`src/rtl/change_dispenser_if.sv`:
```
// Signal bundle between the ticket counter / coin hoppers and change_dispenser.
// master drives requests, refills and hopper senses; slave is the dispenser.
interface change_dispenser_if #(
  parameter int CNT_W = 8
);
  logic             change_req;
  logic [3:0]       change_amount;
  logic             refill_100;
  logic             refill_50;
  logic             hop100_sense;
  logic             hop50_sense;
  logic             fault_clr;
  logic             hop100_drive;
  logic             hop50_drive;
  logic             busy;
  logic             done;
  logic             short;
  logic             fault;
  logic [3:0]       remaining;
  logic [CNT_W-1:0] inv100;
  logic [CNT_W-1:0] inv50;
  logic [2:0]       dbg_state;

  // Handshake: change_req is a single-cycle strobe with change_amount, taken
  // only while busy is low; done is a single-cycle strobe and short is valid
  // only alongside it. There is no back-pressure on either side.
  modport master (
    output change_req, change_amount, refill_100, refill_50,
           hop100_sense, hop50_sense, fault_clr,
    input  hop100_drive, hop50_drive, busy, done, short, fault,
           remaining, inv100, inv50, dbg_state
  );

  modport slave (
    input  change_req, change_amount, refill_100, refill_50,
           hop100_sense, hop50_sense, fault_clr,
    output hop100_drive, hop50_drive, busy, done, short, fault,
           remaining, inv100, inv50, dbg_state
  );
endinterface

```
`src/rtl/change_dispenser.sv`:
```
// Greedy change payout through a 100 JPY and a 50 JPY hopper, with coin
// inventory tracking and a jam timeout that parks the block in FAULT.
module change_dispenser #(
  parameter int CNT_W        = 8,
  parameter int PULSE_CYCLES = 4,
  parameter int TIMEOUT      = 64
) (
  input logic               clk,
  input logic               reset_n,
  change_dispenser_if.slave bus
);

  typedef enum logic [2:0] {
    S_IDLE   = 3'd0,
    S_SELECT = 3'd1,
    S_DRIVE  = 3'd2,
    S_DONE   = 3'd3,
    S_FAULT  = 3'd4
  } state_e;

  localparam int               TMR_W    = $clog2(TIMEOUT + 1);
  localparam logic [CNT_W-1:0] CNT_MAX  = '1;
  localparam logic [TMR_W-1:0] TMR_LAST = TMR_W'(TIMEOUT - 1);
  localparam logic [TMR_W-1:0] TMR_PULSE = TMR_W'(PULSE_CYCLES);

  state_e           state_q, state_d;
  logic [3:0]       rem_q, rem_d;
  logic             sel100_q, sel100_d;
  logic             short_q, short_d;
  logic [TMR_W-1:0] timer_q, timer_d;
  logic [CNT_W-1:0] inv100_q, inv100_d;
  logic [CNT_W-1:0] inv50_q, inv50_d;
  logic             dec100, dec50;

  // A refill and a payout in the same cycle cancel; both directions clamp.
  function automatic logic [CNT_W-1:0] inv_next(
    input logic [CNT_W-1:0] cur,
    input logic             add,
    input logic             sub
  );
    logic [CNT_W-1:0] r;
    r = cur;
    if (add && !sub) begin
      if (cur != CNT_MAX) r = cur + CNT_W'(1);
    end else if (sub && !add) begin
      if (cur != '0) r = cur - CNT_W'(1);
    end
    return r;
  endfunction

  always_ff @(posedge clk) begin
    if (!reset_n) begin
      state_q  <= S_IDLE;
      rem_q    <= '0;
      sel100_q <= 1'b0;
      short_q  <= 1'b0;
      timer_q  <= '0;
      inv100_q <= '0;
      inv50_q  <= '0;
    end else begin
      state_q  <= state_d;
      rem_q    <= rem_d;
      sel100_q <= sel100_d;
      short_q  <= short_d;
      timer_q  <= timer_d;
      inv100_q <= inv100_d;
      inv50_q  <= inv50_d;
    end
  end

  always_comb begin
    state_d  = state_q;
    rem_d    = rem_q;
    sel100_d = sel100_q;
    short_d  = short_q;
    timer_d  = timer_q;
    dec100   = 1'b0;
    dec50    = 1'b0;

    case (state_q)
      S_IDLE: begin
        if (bus.change_req) begin
          rem_d   = bus.change_amount;
          short_d = 1'b0;
          state_d = S_SELECT;
        end
      end

      S_SELECT: begin
        timer_d = '0;
        if (rem_q >= 4'd2 && inv100_q != '0) begin
          sel100_d = 1'b1;
          state_d  = S_DRIVE;
        end else if (rem_q >= 4'd1 && inv50_q != '0) begin
          sel100_d = 1'b0;
          state_d  = S_DRIVE;
        end else begin
          short_d = (rem_q != 4'd0);
          state_d = S_DONE;
        end
      end

      // A late sense still counts after the drive has dropped; only the
      // timeout gives up on the coin.
      S_DRIVE: begin
        timer_d = timer_q + TMR_W'(1);
        if (sel100_q && bus.hop100_sense) begin
          dec100  = 1'b1;
          rem_d   = rem_q - 4'd2;
          state_d = S_SELECT;
        end else if (!sel100_q && bus.hop50_sense) begin
          dec50   = 1'b1;
          rem_d   = rem_q - 4'd1;
          state_d = S_SELECT;
        end else if (timer_q == TMR_LAST) begin
          state_d = S_FAULT;
        end
      end

      S_DONE: begin
        state_d = S_IDLE;
      end

      S_FAULT: begin
        if (bus.fault_clr) state_d = S_IDLE;
      end

      default: begin
        state_d = S_IDLE;
      end
    endcase
  end

  always_comb begin
    inv100_d = inv_next(inv100_q, bus.refill_100, dec100);
    inv50_d  = inv_next(inv50_q,  bus.refill_50,  dec50);
  end

  logic drive_on;
  assign drive_on = (state_q == S_DRIVE) && (timer_q < TMR_PULSE);

  assign bus.hop100_drive = drive_on &&  sel100_q;
  assign bus.hop50_drive  = drive_on && !sel100_q;
  assign bus.busy         = (state_q != S_IDLE);
  assign bus.done         = (state_q == S_DONE);
  assign bus.short        = (state_q == S_DONE) && short_q;
  assign bus.fault        = (state_q == S_FAULT);
  assign bus.remaining    = rem_q;
  assign bus.inv100       = inv100_q;
  assign bus.inv50        = inv50_q;
  assign bus.dbg_state    = state_q;

endmodule

```
`src/flat_wrapper.sv`:
```
// flat-port wrapper written by rule: the top's interface ports become plain ports
module change_dispenser_flat 
#(
  parameter int CNT_W        = 8,
  parameter int PULSE_CYCLES = 4,
  parameter int TIMEOUT      = 64
)
  (clk, reset_n, bus_change_req, bus_change_amount, bus_refill_100, bus_refill_50, bus_hop100_sense, bus_hop50_sense, bus_fault_clr, bus_hop100_drive, bus_hop50_drive, bus_busy, bus_done, bus_short, bus_fault, bus_remaining, bus_inv100, bus_inv50, bus_dbg_state);
  change_dispenser_if #(.CNT_W(CNT_W)) bus_i ();
  input logic clk;
  input logic reset_n;
  input wire logic [$bits(bus_i.change_req)-1:0] bus_change_req;
  input wire logic [$bits(bus_i.change_amount)-1:0] bus_change_amount;
  input wire logic [$bits(bus_i.refill_100)-1:0] bus_refill_100;
  input wire logic [$bits(bus_i.refill_50)-1:0] bus_refill_50;
  input wire logic [$bits(bus_i.hop100_sense)-1:0] bus_hop100_sense;
  input wire logic [$bits(bus_i.hop50_sense)-1:0] bus_hop50_sense;
  input wire logic [$bits(bus_i.fault_clr)-1:0] bus_fault_clr;
  output wire logic [$bits(bus_i.hop100_drive)-1:0] bus_hop100_drive;
  output wire logic [$bits(bus_i.hop50_drive)-1:0] bus_hop50_drive;
  output wire logic [$bits(bus_i.busy)-1:0] bus_busy;
  output wire logic [$bits(bus_i.done)-1:0] bus_done;
  output wire logic [$bits(bus_i.short)-1:0] bus_short;
  output wire logic [$bits(bus_i.fault)-1:0] bus_fault;
  output wire logic [$bits(bus_i.remaining)-1:0] bus_remaining;
  output wire logic [$bits(bus_i.inv100)-1:0] bus_inv100;
  output wire logic [$bits(bus_i.inv50)-1:0] bus_inv50;
  output wire logic [$bits(bus_i.dbg_state)-1:0] bus_dbg_state;
  assign bus_i.change_req = bus_change_req;
  assign bus_i.change_amount = bus_change_amount;
  assign bus_i.refill_100 = bus_refill_100;
  assign bus_i.refill_50 = bus_refill_50;
  assign bus_i.hop100_sense = bus_hop100_sense;
  assign bus_i.hop50_sense = bus_hop50_sense;
  assign bus_i.fault_clr = bus_fault_clr;
  assign bus_hop100_drive = bus_i.hop100_drive;
  assign bus_hop50_drive = bus_i.hop50_drive;
  assign bus_busy = bus_i.busy;
  assign bus_done = bus_i.done;
  assign bus_short = bus_i.short;
  assign bus_fault = bus_i.fault;
  assign bus_remaining = bus_i.remaining;
  assign bus_inv100 = bus_i.inv100;
  assign bus_inv50 = bus_i.inv50;
  assign bus_dbg_state = bus_i.dbg_state;
  change_dispenser #(.CNT_W(CNT_W), .PULSE_CYCLES(PULSE_CYCLES), .TIMEOUT(TIMEOUT)) u_core (.clk(clk), .reset_n(reset_n), .bus(bus_i));
endmodule
```
`config.mk`:
```
export PLATFORM = sky130hd
export DESIGN_NAME = change_dispenser_flat
export DESIGN_NICKNAME = d
export VERILOG_FILES = /design/src/rtl/change_dispenser_if.sv /design/src/rtl/change_dispenser.sv /design/src/flat_wrapper.sv
export SDC_FILE = /design/constraint.sdc
export NUM_CORES = 1
export LEC_CHECK = 0
export CAP_MARGIN = 5
export CORE_MARGIN = 8
export CORE_UTILIZATION = 57
export DETAILED_ROUTE_END_ITERATION = 6
export GPL_TIMING_DRIVEN = 0
export HOLD_SLACK_MARGIN = 0.12
export PLACE_DENSITY = 0.9
export SLEW_MARGIN = 20
export SYNTH_ARGS = -nofsm -noshare
export SYNTH_HDL_FRONTEND = slang
export SYNTH_SLANG_ARGS = --single-unit
```
`constraint.sdc`:
```
create_clock -name clk -period 5.9 [get_ports clk]
set_input_delay 1.475 -clock clk [delete_from_list [all_inputs] [get_ports clk]]
set_output_delay 1.475 -clock clk [all_outputs]
set_load 0.01 [all_outputs]
```
==> summary.md, run 1 <==
| Metric | Value |
|---|---|
| Final Hold Fails | `0` |
| Worst Hold End | `u_core.short_q` |
| Commonest non-fill, non-tap cell in the layout | `clkdlybuf4s50_1` |
| Worst Path Class, Setup | `primary input to register` |
| Vias in the first global route | `2,126` |
| Residual DRC count | `0` |
| Post-cts gate resize count | `0` |
| Total Power | `1080 uW` |
| Post-layout nets | `358` |
| Max VDD drop | `0.181 mV` |
| Design area | `0.00287 mm2` |
| Synth async-reset ratio | `0` |
| Achievable Freq | `0.243 GHz` |
| Hpwl dp | `4430 um` |
| Starting Density | `0.586` |
| Worst slew margin | `0.433` |
| GRT Overall Usage | `0.185` |
| Clk slew on worst S/H paths | `70 ps` |
| Placed cell area | `0.00278 mm2` |
| Die footprint | `0.00635 mm2` |
| Sequential cell area | `641 um2` |
| Util after Layout | `0.727` |
| Final hold slack | `477 ps` |
| CTS H-tree depth | `2` |
| Critical Path RT | `6120 ps` |
| Sequential area share after synthesis | `0.277` |
| P per Cell Area | `378 mW/mm2` |
| Tightest Pin Transition | `830 ps` |
| Startpoint Class | `primary input` |
| Static leakage | `0.00119 uW` |
| Overflow after GRT | `0` |
| Die height | `79.7 um` |
| Clk network pwr share | `0.162` |
| Reg-to-Reg End | `u_core.bus.inv50[7]` |
| Seq pwr share | `0.311` |
| Post-route ant nets | `0` |
| Crit Reg-Reg Startpoint | `u_core.bus.dbg_state[1]` |
| Number of enable flip-flop cells after synthesis | `0` |
| Fillers | `291` |
| Post-CTS Setup Bufs | `0` |
| Post-cts hold buffer count | `0` |
| Synth Warn # | `0` |
| Synth unique cells | `58` |
| Post-route minimum period | `4110 ps` |
| Detailed Route Iter0 Violations | `164` |
| Row cnt | `23` |
| Syn avg cell area | `8.41 um2` |
| Inserted Diodes | `0` |
| Total Routed Length | `5800 um` |
| Final setup violating endpoints | `0` |
| Final period util | `0.697` |
| Hold crit path type | `register to register` |
| Via density per instance | `5.89` |
| Synth Net Count | `311` |
| Cell-internal power | `651 uW` |
| Reported max-cap violation count | `0` |
| RSZ-0062 raised after global routing | `no` |
| R2R Setup Slk | `2550 ps` |
| Root buf cell | `clkbuf_8` |
| Synth Register Bits | `32` |
| Die X | `79.7 um` |
| CTS max path bufs | `2` |
| Core Area | `0.00394 mm2` |
| Logic gate share of total power | `0.526` |
| First-pass GRT wire length | `9660 um` |
| CTS tree | `done` |
| Setup TNS | `0 ps` |
| Commonest non-fill, non-tap cells in the layout | `clkdlybuf4s50_1 (40), nor2_1 (38), dfxtp_1 (32)` |
| Cell count after synthesis | `275` |
| Reg2reg path depth | `12` |
| Critical path endpoint category | `register` |
| Multi-input logic area | `0.00159 mm2` |
| Vias post-DR | `2,198` |
| Synth Flop Type | `dfxtp_1` |
| Layout cells sized above 1 | `0.0960` |
| Gpl congestion | `0.842` |
| CP Data Arrival Time | `4330 ps` |
| # IOs | `41` |
| Area growth syn-to-layout | `24.0%` |
| PortBufs | `40` |
| Netlist Area Pre-Place | `0.00231 mm2` |
| Worst Skew | `1.36 ps` |
| Drt pass-1 iters | `4` |
| Worst Path Max Fanout | `9` |
| Initial antenna violation count | `0` |
| Clock sinks | `32` |
| Num CTS Buffers | `5` |
| Hold_sp | `u_core.short_q` |
| Net Switching | `433 uW` |
| Routed WL per cell | `15.5 um` |
| Worst hold path stage count | `2` |
| Largest net degree at the start of global routing | `11` |
| Clk_lat worst skew | `280 ps` |
| Status | `completed` |
| Switching Fraction | `0.399` |
| Max-slew violations | `0` |
sequential cells by signal (all words and copies together), names as in the netlist:
register / count
u_core.bus.inv100: 8
u_core.bus.inv50: 8
u_core.timer_q: 7
u_core.bus.remaining: 4
u_core.bus.dbg_state: 3
u_core.sel100_q: 1
u_core.short_q: 1
synth_stat cells (all sizes together) (2+ instances only):
master | instances | area, um2
or3 | 3 | 18.8
nor3 | 5 | 25.0
a211oi | 10 | 87.6
nand3 | 7 | 35.0
buf | 4 | 20.0
a21o | 3 | 23.8
dfxtp | 32 | 641
o32a | 2 | 21.3
and2 | 3 | 18.8
xor2 | 3 | 26.3
fa | 2 | 40.0
a311oi | 2 | 23.8
and3 | 3 | 18.8
nor4 | 5 | 43.8
nor2 | 38 | 143
or4 | 3 | 30.0
clkbuf | 3 | 11.3
xnor2 | 6 | 52.6
or3b | 3 | 26.3
a22oi | 3 | 22.5
ha | 22 | 275
a31o | 2 | 17.5
o31ai | 2 | 15.0
nand2 | 19 | 71.3
o21ai | 13 | 65.1
a21oi | 20 | 100
nand3b | 3 | 22.5
nand2b | 4 | 25.0
mux2i | 12 | 120
inv | 13 | 48.8
nor3b | 3 | 22.5
nor2b | 3 | 18.8
a31oi | 2 | 27.5
how the worst max path moves through the flow:
stage                               start             endpoint  slack (ps)  cells after the start
after floorplan           bus_hop50_sense  u_core.bus.inv50[7]        2310                     10
after global placement    bus_hop50_sense  u_core.bus.inv50[7]        1540                     11
after detailed placement  bus_hop50_sense  u_core.bus.inv50[7]        1490                     11
after CTS                 bus_hop50_sense  u_core.bus.inv50[7]        1790                     11
after global routing      bus_hop50_sense  u_core.bus.inv50[7]        1530                     11
final                     bus_hop50_sense  u_core.bus.inv50[7]        1790                     11
critical path, cell delays in order:
cell             delay, ps
clkdlybuf4s50_1        480
nor2b_1                220
nand2_1                100
ha_1                   210
inv_1                  290
ha_1                   310
a211oi_1               240
o311ai_0               250
o31ai_1                300
mux2i_1                250
mux2i_1                190
per-stage QoR:
step | std cells | setup WS, ps
final | 373 | 1790
after global routing | 373 | 1530
after CTS | 373 | 1790
after detailed placement | 365 | 1490
after global placement | 365 | 1540
after floorplan | 275 | 2310
power by group through the flow:
stage          Sequential [uW]  Combinational [uW]  Clock, uW
4_1_cts                    337                 574        182
3_3_place_gp               339                 548          0
5_1_grt                    347                 629        190
6_report                   338                 571        176
2_1_floorplan              345                 375          0
3_5_place_dp               341                 570          0
layout make-up:
type	count	area share
multi-input cells	222	0.554
flip-flops and latches	32	0.223
repair buffers	40	0.140
clock buffers	6	0.0288
well taps	50	0.0218
inverters	14	0.0183
plain buffers	7	0.0109
clock inverters	2	0.00349
cell families (layout without fill, tap and decap cells):
group | after synthesis | after routing | share of synthesized area
AND/OR/NAND/NOR | 107 | 107 | 0.241
buffers and inverters | 21 | 69 | 0.0363
flip-flops | 32 | 32 | 0.277
adder cells (fa/ha/maj) | 24 | 24 | 0.136
multiplexers | 13 | 13 | 0.0568
AO/OA/AOI/OAI | 69 | 69 | 0.218
XOR/XNOR | 9 | 9 | 0.0341
layer usage:
layer,track usage,up-vias,part of all wire
met3,0.0327,9,0.054
met5,0,-,0
li1,-,1101,-
met1,0.219,1029,0.43
met4,0.0704,0,0.014
met2,0.324,59,0.50
Power figures use the tool's default switching activity.
==> run 2: changes to the inputs <==
Settings changed: CORE_UTILIZATION 57 to 48, PLACE_DENSITY 0.9 to 0.82.
Clock period 5.9 ns to 3.6 ns, I/O delays scaled along.
==> summary.md, run 2 (synthesized netlist as in run 1, its figures left out) <==
| Metric | Value |
|---|---|
| Inserted Diodes | `0 (unchanged)` |
| Vias post-DR | `2,192 (-0.27%)` |
| Post-route minimum period | `3490 ps` |
| CP peak stage delay | `470 ps (about the same)` |
| Row cnt | `25 (+8.7%)` |
| Met3 GRT Util | `0.0444 (+0.0117)` |
| Placed cell area | `0.00278 mm2 (+0.18%)` |
| Achievable Freq | `0.287 GHz` |
| Via density per instance | `5.83 (-1.1%)` |
| Commonest non-fill, non-tap cells in the layout | `clkdlybuf4s50_1 (40), nor2_1 (38), dfxtp_1 (32)` |
| Post-route ant nets | `0 (unchanged)` |
| Reg2reg path depth | `12 (unchanged)` |
| Max VDD drop | `0.264 mV (+46%)` |
| Post-layout nets | `358 (unchanged)` |
| Commonest non-fill, non-tap cell in the layout | `clkdlybuf4s50_1` |
| Setup WS post-layout | `112 ps (-1680 ps)` |
| Hpwl dp | `4440 um (+0.27%)` |
| Startpoint Class | `primary input` |
| RSZ-0062 raised after global routing | `no` |
| Area growth syn-to-layout | `23.8%` |
| Met1 GRT Util | `0.183 (-0.0357)` |
| Drt pass-1 iters | `5 (+1)` |
| Worst slew margin | `0.488 (+0.0559)` |
| Cell-internal power | `1050 uW (+61%)` |
| Reported max-cap violation count | `0 (unchanged)` |
| Clk network pwr share | `0.153 (-0.009)` |
| Largest net degree at the start of global routing | `11 (unchanged)` |
| # IOs | `41 (unchanged)` |
| GR peak layer | `met2` |
| CP Data Arrival Time | `3710 ps (-620 ps)` |
| Final period util | `0.969` |
| Seq pwr share | `0.314 (+0.003)` |
| Hold crit path type | `register to register` |
| GRT Overall Usage | `0.158 (-0.0279)` |
| Residual DRC count | `0 (unchanged)` |
| Routing usage on met2 | `0.267 (-0.0570)` |
| Post-cts hold buffer count | `0 (unchanged)` |
| Setup TNS | `0 ps (unchanged)` |
| Tightest Pin Transition | `748 ps (-81.8 ps)` |
| Final setup violating endpoints | `0 (unchanged)` |
| Overflow after GRT | `0 (unchanged)` |
| Die X | `85.4 um (+7.2%)` |
| Vias in the first global route | `2,070 (-2.6%)` |
| PortBufs | `40 (unchanged)` |
| Status | `completed` |
| Num CTS Buffers | `5 (unchanged)` |
| Fillers | `416 (+43%)` |
| Worst hold path stage count | `2 (unchanged)` |
| Net Switching | `716 uW (+65%)` |
| Worst Path Class, Setup | `primary input to register` |
| Detailed Route Iter0 Violations | `100 (-39%)` |
| Design area | `0.00286 mm2 (-0.22%)` |
| Switching Fraction | `0.406 (+0.00702)` |
| First-pass GRT wire length | `9330 um (-3.4%)` |
| Place WS | `-229 ps (-1710 ps)` |
| Critical path endpoint category | `register` |
| Clk_lat worst skew | `290 ps (about the same)` |
| Critical path, cell by cell | `clkdlybuf4s50_1, nor2b_1, nand2_1, ha_1, inv_2, ha_1, a211oi_1, o311ai_0, o31ai_1, mux2i_1, mux2i_1` |
| CTS tree | `done` |
| Die height | `85.4 um (+7.2%)` |
| CTS H-tree depth | `2 (unchanged)` |
| Clock sinks | `32 (unchanged)` |
| Total Power | `1760 uW (+62%)` |
| Gpl congestion | `0.902 (+7.2%)` |
| Die footprint | `0.00729 mm2 (+15%)` |
| Final Hold Fails | `0 (unchanged)` |
| CTS max path bufs | `2 (unchanged)` |
| Worst Path Max Fanout | `9 (unchanged)` |
| Routed WL per cell | `15.2 um (-2.0%)` |
| Static leakage | `0.00118 uW (-1.0%)` |
| Clk slew on worst S/H paths | `70 ps (about the same)` |
| Worst path slowest cell | `clkdlybuf4s50_1` |
| P per Cell Area | `616 mW/mm2 (+63%)` |
| Starting Density | `0.493 (-0.0937)` |
| Critical Path RT | `3820 ps (-2300 ps)` |
| Initial antenna violation count | `0 (unchanged)` |
| Logic gate share of total power | `0.533 (+0.007)` |
| Core Area | `0.00469 mm2 (+19%)` |
| Total Routed Length | `5730 um (-1.2%)` |
| Root buf cell | `clkbuf_8` |
| Worst Skew | `2.34 ps (+0.979 ps)` |
| Max-slew violations | `0 (unchanged)` |
| Layout cells sized above 1 | `0.0963 (+0.000298)` |
[run 2: routing by layer]
metal,wire length (um),up-vias,part of all wire
li1,-,1100,-
met1,2600,1034,0.45
met2,2710,49,0.47
met3,340,9,0.059
met4,72,0,0.013
met5,0,-,0
[run 2: power by group through the flow]
stage / combinational (uW) / sequential, uW / clock [uW]
floorplan: 615 / 566 / 0
global placement: 904 / 555 / 0
detailed placement: 934 / 560 / 0
CTS: 942 / 553 / 274
global route: 1030 / 568 / 290
finish: 939 / 554 / 270
[run 2: repair_timing]
action | in CTS | in global routing
gates resized for setup | 1 | 0
setup buffers | 0 | 0
setup endpoints to repair | 1 | 0
[run 2: area by class of cell]
class / instances / area [um2] / share of cell area
Buffer: 7 / 31.3 / 0.0109
Clock buffer: 5 / 68.8 / 0.0240
Clock inverter: 2 / 12.5 / 0.00437
Inverter: 14 / 52.6 / 0.0184
Multi-Input combinational cell: 222 / 1590 / 0.555
Sequential cell: 32 / 641 / 0.224
Tap cell: 54 / 67.6 / 0.0236
Timing Repair Buffer: 40 / 400 / 0.140
[run 2: worst max-delay path: cells and delay by family]
kind	cells	cell delay [ps]
simple gates	2	310
compound gates	3	820
fa+ha+maj	2	510
mux	2	520
buf+inv	2	640
[run 2: through the flow]
step	instances	utilization	hold WS [ps]
after global routing	376	0.610	504
after global placement	369	0.593	451
final	376	0.610	459
after detailed placement	369	0.593	457
after CTS	376	0.610	467
after floorplan	275	-	433
[run 2: final timing paths]
kind	end	slack [ps]	startpoint
worst min register to register	u_core.short_q	460	u_core.short_q
worst max-delay path	u_core.bus.inv50[7]	110	bus_hop50_sense
worst max register to register	u_core.bus.inv50[7]	290	u_core.bus.dbg_state[1]
worst min-delay path	u_core.short_q	460	u_core.short_q
==> run 3: changes to the inputs <==
Settings changed: ABC_CLOCK_PERIOD_IN_PS set to 4100, CORE_UTILIZATION 48 to 57, PLACE_DENSITY 0.82 to 0.9, RECOVER_POWER set to 100.
Clock period 3.6 ns to 4.1 ns, I/O delays scaled along.
==> summary.md, run 3 (synthesized netlist as in run 1, its figures left out) <==
| Metric | Value |
|---|---|
| Setup TNS | `0 ps (unchanged)` |
| Violated checks | `capacitance limit, slew limit` |
| Worst Skew | `3.26 ps (+0.919 ps)` |
| # IOs | `41 (unchanged)` |
| PortBufs | `40 (unchanged)` |
| First-pass GRT wire length | `9660 um (+3.6%)` |
| Static leakage | `0.00126 uW (+7.5%)` |
| Critical path, cell by cell | `dlygate4sd3_1, nor2b_1, nand2_1, ha_1, inv_1, ha_1, a211oi_1, o311ai_0, o31ai_1, mux2i_1, mux2i_1` |
| Inserted Diodes | `0 (unchanged)` |
| RSZ-0062 raised after global routing | `no` |
| CTS tree | `done` |
| Final period util | `0.900` |
| Starting Density | `0.586 (+0.0937)` |
| Startpoint Class | `primary input` |
| Clock sinks | `32 (unchanged)` |
| Initial antenna violation count | `0 (unchanged)` |
| Design area | `0.00283 mm2 (-1.0%)` |
| Residual DRC count | `0 (unchanged)` |
| Die footprint | `0.00635 mm2 (-13%)` |
| Critical path endpoint category | `register` |
| Status | `finished, violations left` |
| Post-cts hold buffer count | `0 (unchanged)` |
| Detailed Route Iter0 Violations | `168 (+68%)` |
| Gpl congestion | `0.842 (-6.7%)` |
| Post-route minimum period | `3690 ps` |
| Hold_sp | `u_core.short_q` |
| Largest net degree at the start of global routing | `11 (unchanged)` |
| Routed WL per cell | `15.6 um (+2.6%)` |
| Placed cell area | `0.00278 mm2 (-0.18%)` |
| Commonest non-fill, non-tap cells in the layout | `nor2_1 (38), dlygate4sd3_1 (32), dfxtp_1 (32)` |
| GRT Overall Usage | `0.185 (+0.0279)` |
| Max VDD drop | `0.261 mV (-1.4%)` |
| Max-slew violations | `10 (+10)` |
| Hold crit path type | `register to register` |
| Worst Hold End | `u_core.short_q` |
| Final hold slack | `484 ps (+24.5 ps)` |
| Reported max-cap violation count | `1 (+1)` |
| Vias post-DR | `2,184 (-0.36%)` |
| Critical Path RT | `4320 ps (+500 ps)` |
| Post-CTS Setup Bufs | `0 (unchanged)` |
| Post-route ant nets | `0 (unchanged)` |
| Die X | `79.7 um (-6.7%)` |
| Hpwl dp | `4430 um (-0.27%)` |
| Total Routed Length | `5830 um (+1.8%)` |
| CP peak stage delay | `550 ps (+80 ps)` |
| Core Area | `0.00394 mm2 (-16%)` |
| Fillers | `298 (-28%)` |
| Via density per instance | `5.86 (+0.44%)` |
| CTS max path bufs | `2 (unchanged)` |
| Tightest Pin Transition | `1500 ps (+754 ps)` |
| Overflow after GRT | `0 (unchanged)` |
| CTS H-tree depth | `2 (unchanged)` |
| Worst Path Class, Setup | `primary input to register` |
| Root buf cell | `clkbuf_8` |
| Vias in the first global route | `2,126 (+2.7%)` |
| Reg2reg path depth | `12 (unchanged)` |
| Row cnt | `23 (-8.0%)` |
| Clk slew on worst S/H paths | `60 ps (about the same)` |
| Worst Path Max Fanout | `9 (unchanged)` |
| Drt pass-1 iters | `4 (-1)` |
| Final setup violating endpoints | `0 (unchanged)` |
| Worst hold path stage count | `2 (unchanged)` |
| Crit Reg-Reg Startpoint | `u_core.bus.dbg_state[1]` |
| R2R Setup Slk | `640 ps (+350 ps)` |
| CP Data Arrival Time | `3910 ps (+200 ps)` |
| Commonest non-fill, non-tap cell in the layout | `nor2_1` |
| P per Cell Area | `535 mW/mm2 (-13%)` |
| Worst path slowest cell | `dlygate4sd3_1` |
| Num CTS Buffers | `5 (unchanged)` |
| Achievable Freq | `0.271 GHz` |
| Layout cells sized above 1 | `0.0805 (-0.0158)` |
| Final Hold Fails | `0 (unchanged)` |
| Reg-to-Reg End | `u_core.bus.inv50[7]` |
| Area growth syn-to-layout | `22.5%` |
| Die height | `79.7 um (-6.7%)` |
| Post-cts gate resize count | `0 (-1)` |
| Worst slew margin | `-0.00753 (-0.496)` |
| Clk_lat worst skew | `280 ps (about the same)` |
| Post-layout nets | `358 (unchanged)` |
## run 3: cell type report
| type | count | area, um2 | area share |
|---|---|---|---|
| multi-input combinational | 222 | 1550 | 0.549 |
| sequential | 32 | 641 | 0.226 |
| timing repair buffer | 40 | 400 | 0.141 |
| clock buffer | 6 | 82.6 | 0.0292 |
| tap | 50 | 62.6 | 0.0221 |
| inverter | 14 | 52.6 | 0.0186 |
| buffer | 7 | 30.0 | 0.0106 |
| clock inverter | 2 | 10.0 | 0.00353 |
## run 3: power by group
group | switching (uW) | total, uW | internal [uW]
clock | 119 | 253 | 134
combinational | 386 | 778 | 392
sequential | 105 | 484 | 380
total | 610 | 1520 | 906
## run 3: critical path: cells and delay by family
kind	cells	cell delay [ps]
fa+ha+maj	2	520
mux	2	440
simple gates	2	330
buf+inv	2	800
compound gates	3	780
## run 3: worst max path at each step
stage                          from                   to  slack (ps)
floorplan           bus_hop50_sense  u_core.bus.inv50[7]         960
global placement    bus_hop50_sense  u_core.bus.inv50[7]         190
detailed placement  bus_hop50_sense  u_core.bus.inv50[7]         140
CTS                 bus_hop50_sense  u_core.bus.inv50[7]         440
global route        bus_hop50_sense  u_core.bus.inv50[7]         150
finish              bus_hop50_sense  u_core.bus.inv50[7]         410
## run 3: per-layer routing
metal,up-vias,GRT usage,share of wire
met4,0,0.0704,0.016
met1,1023,0.219,0.44
met3,9,0.0327,0.047
met5,-,0,0
li1,1097,-,-
met2,55,0.324,0.50
## run 3: metrics by stage
step | total power [uW] | utilization | setup slack [ps] | instances
floorplan | 1040 | - | 961 | 275
global placement | 1280 | 0.704 | 195 | 365
detailed placement | 1310 | 0.704 | 136 | 365
CTS | 1570 | 0.727 | 436 | 373
global route | 1630 | 0.719 | 153 | 373
finish | 1520 | 0.719 | 410 | 373
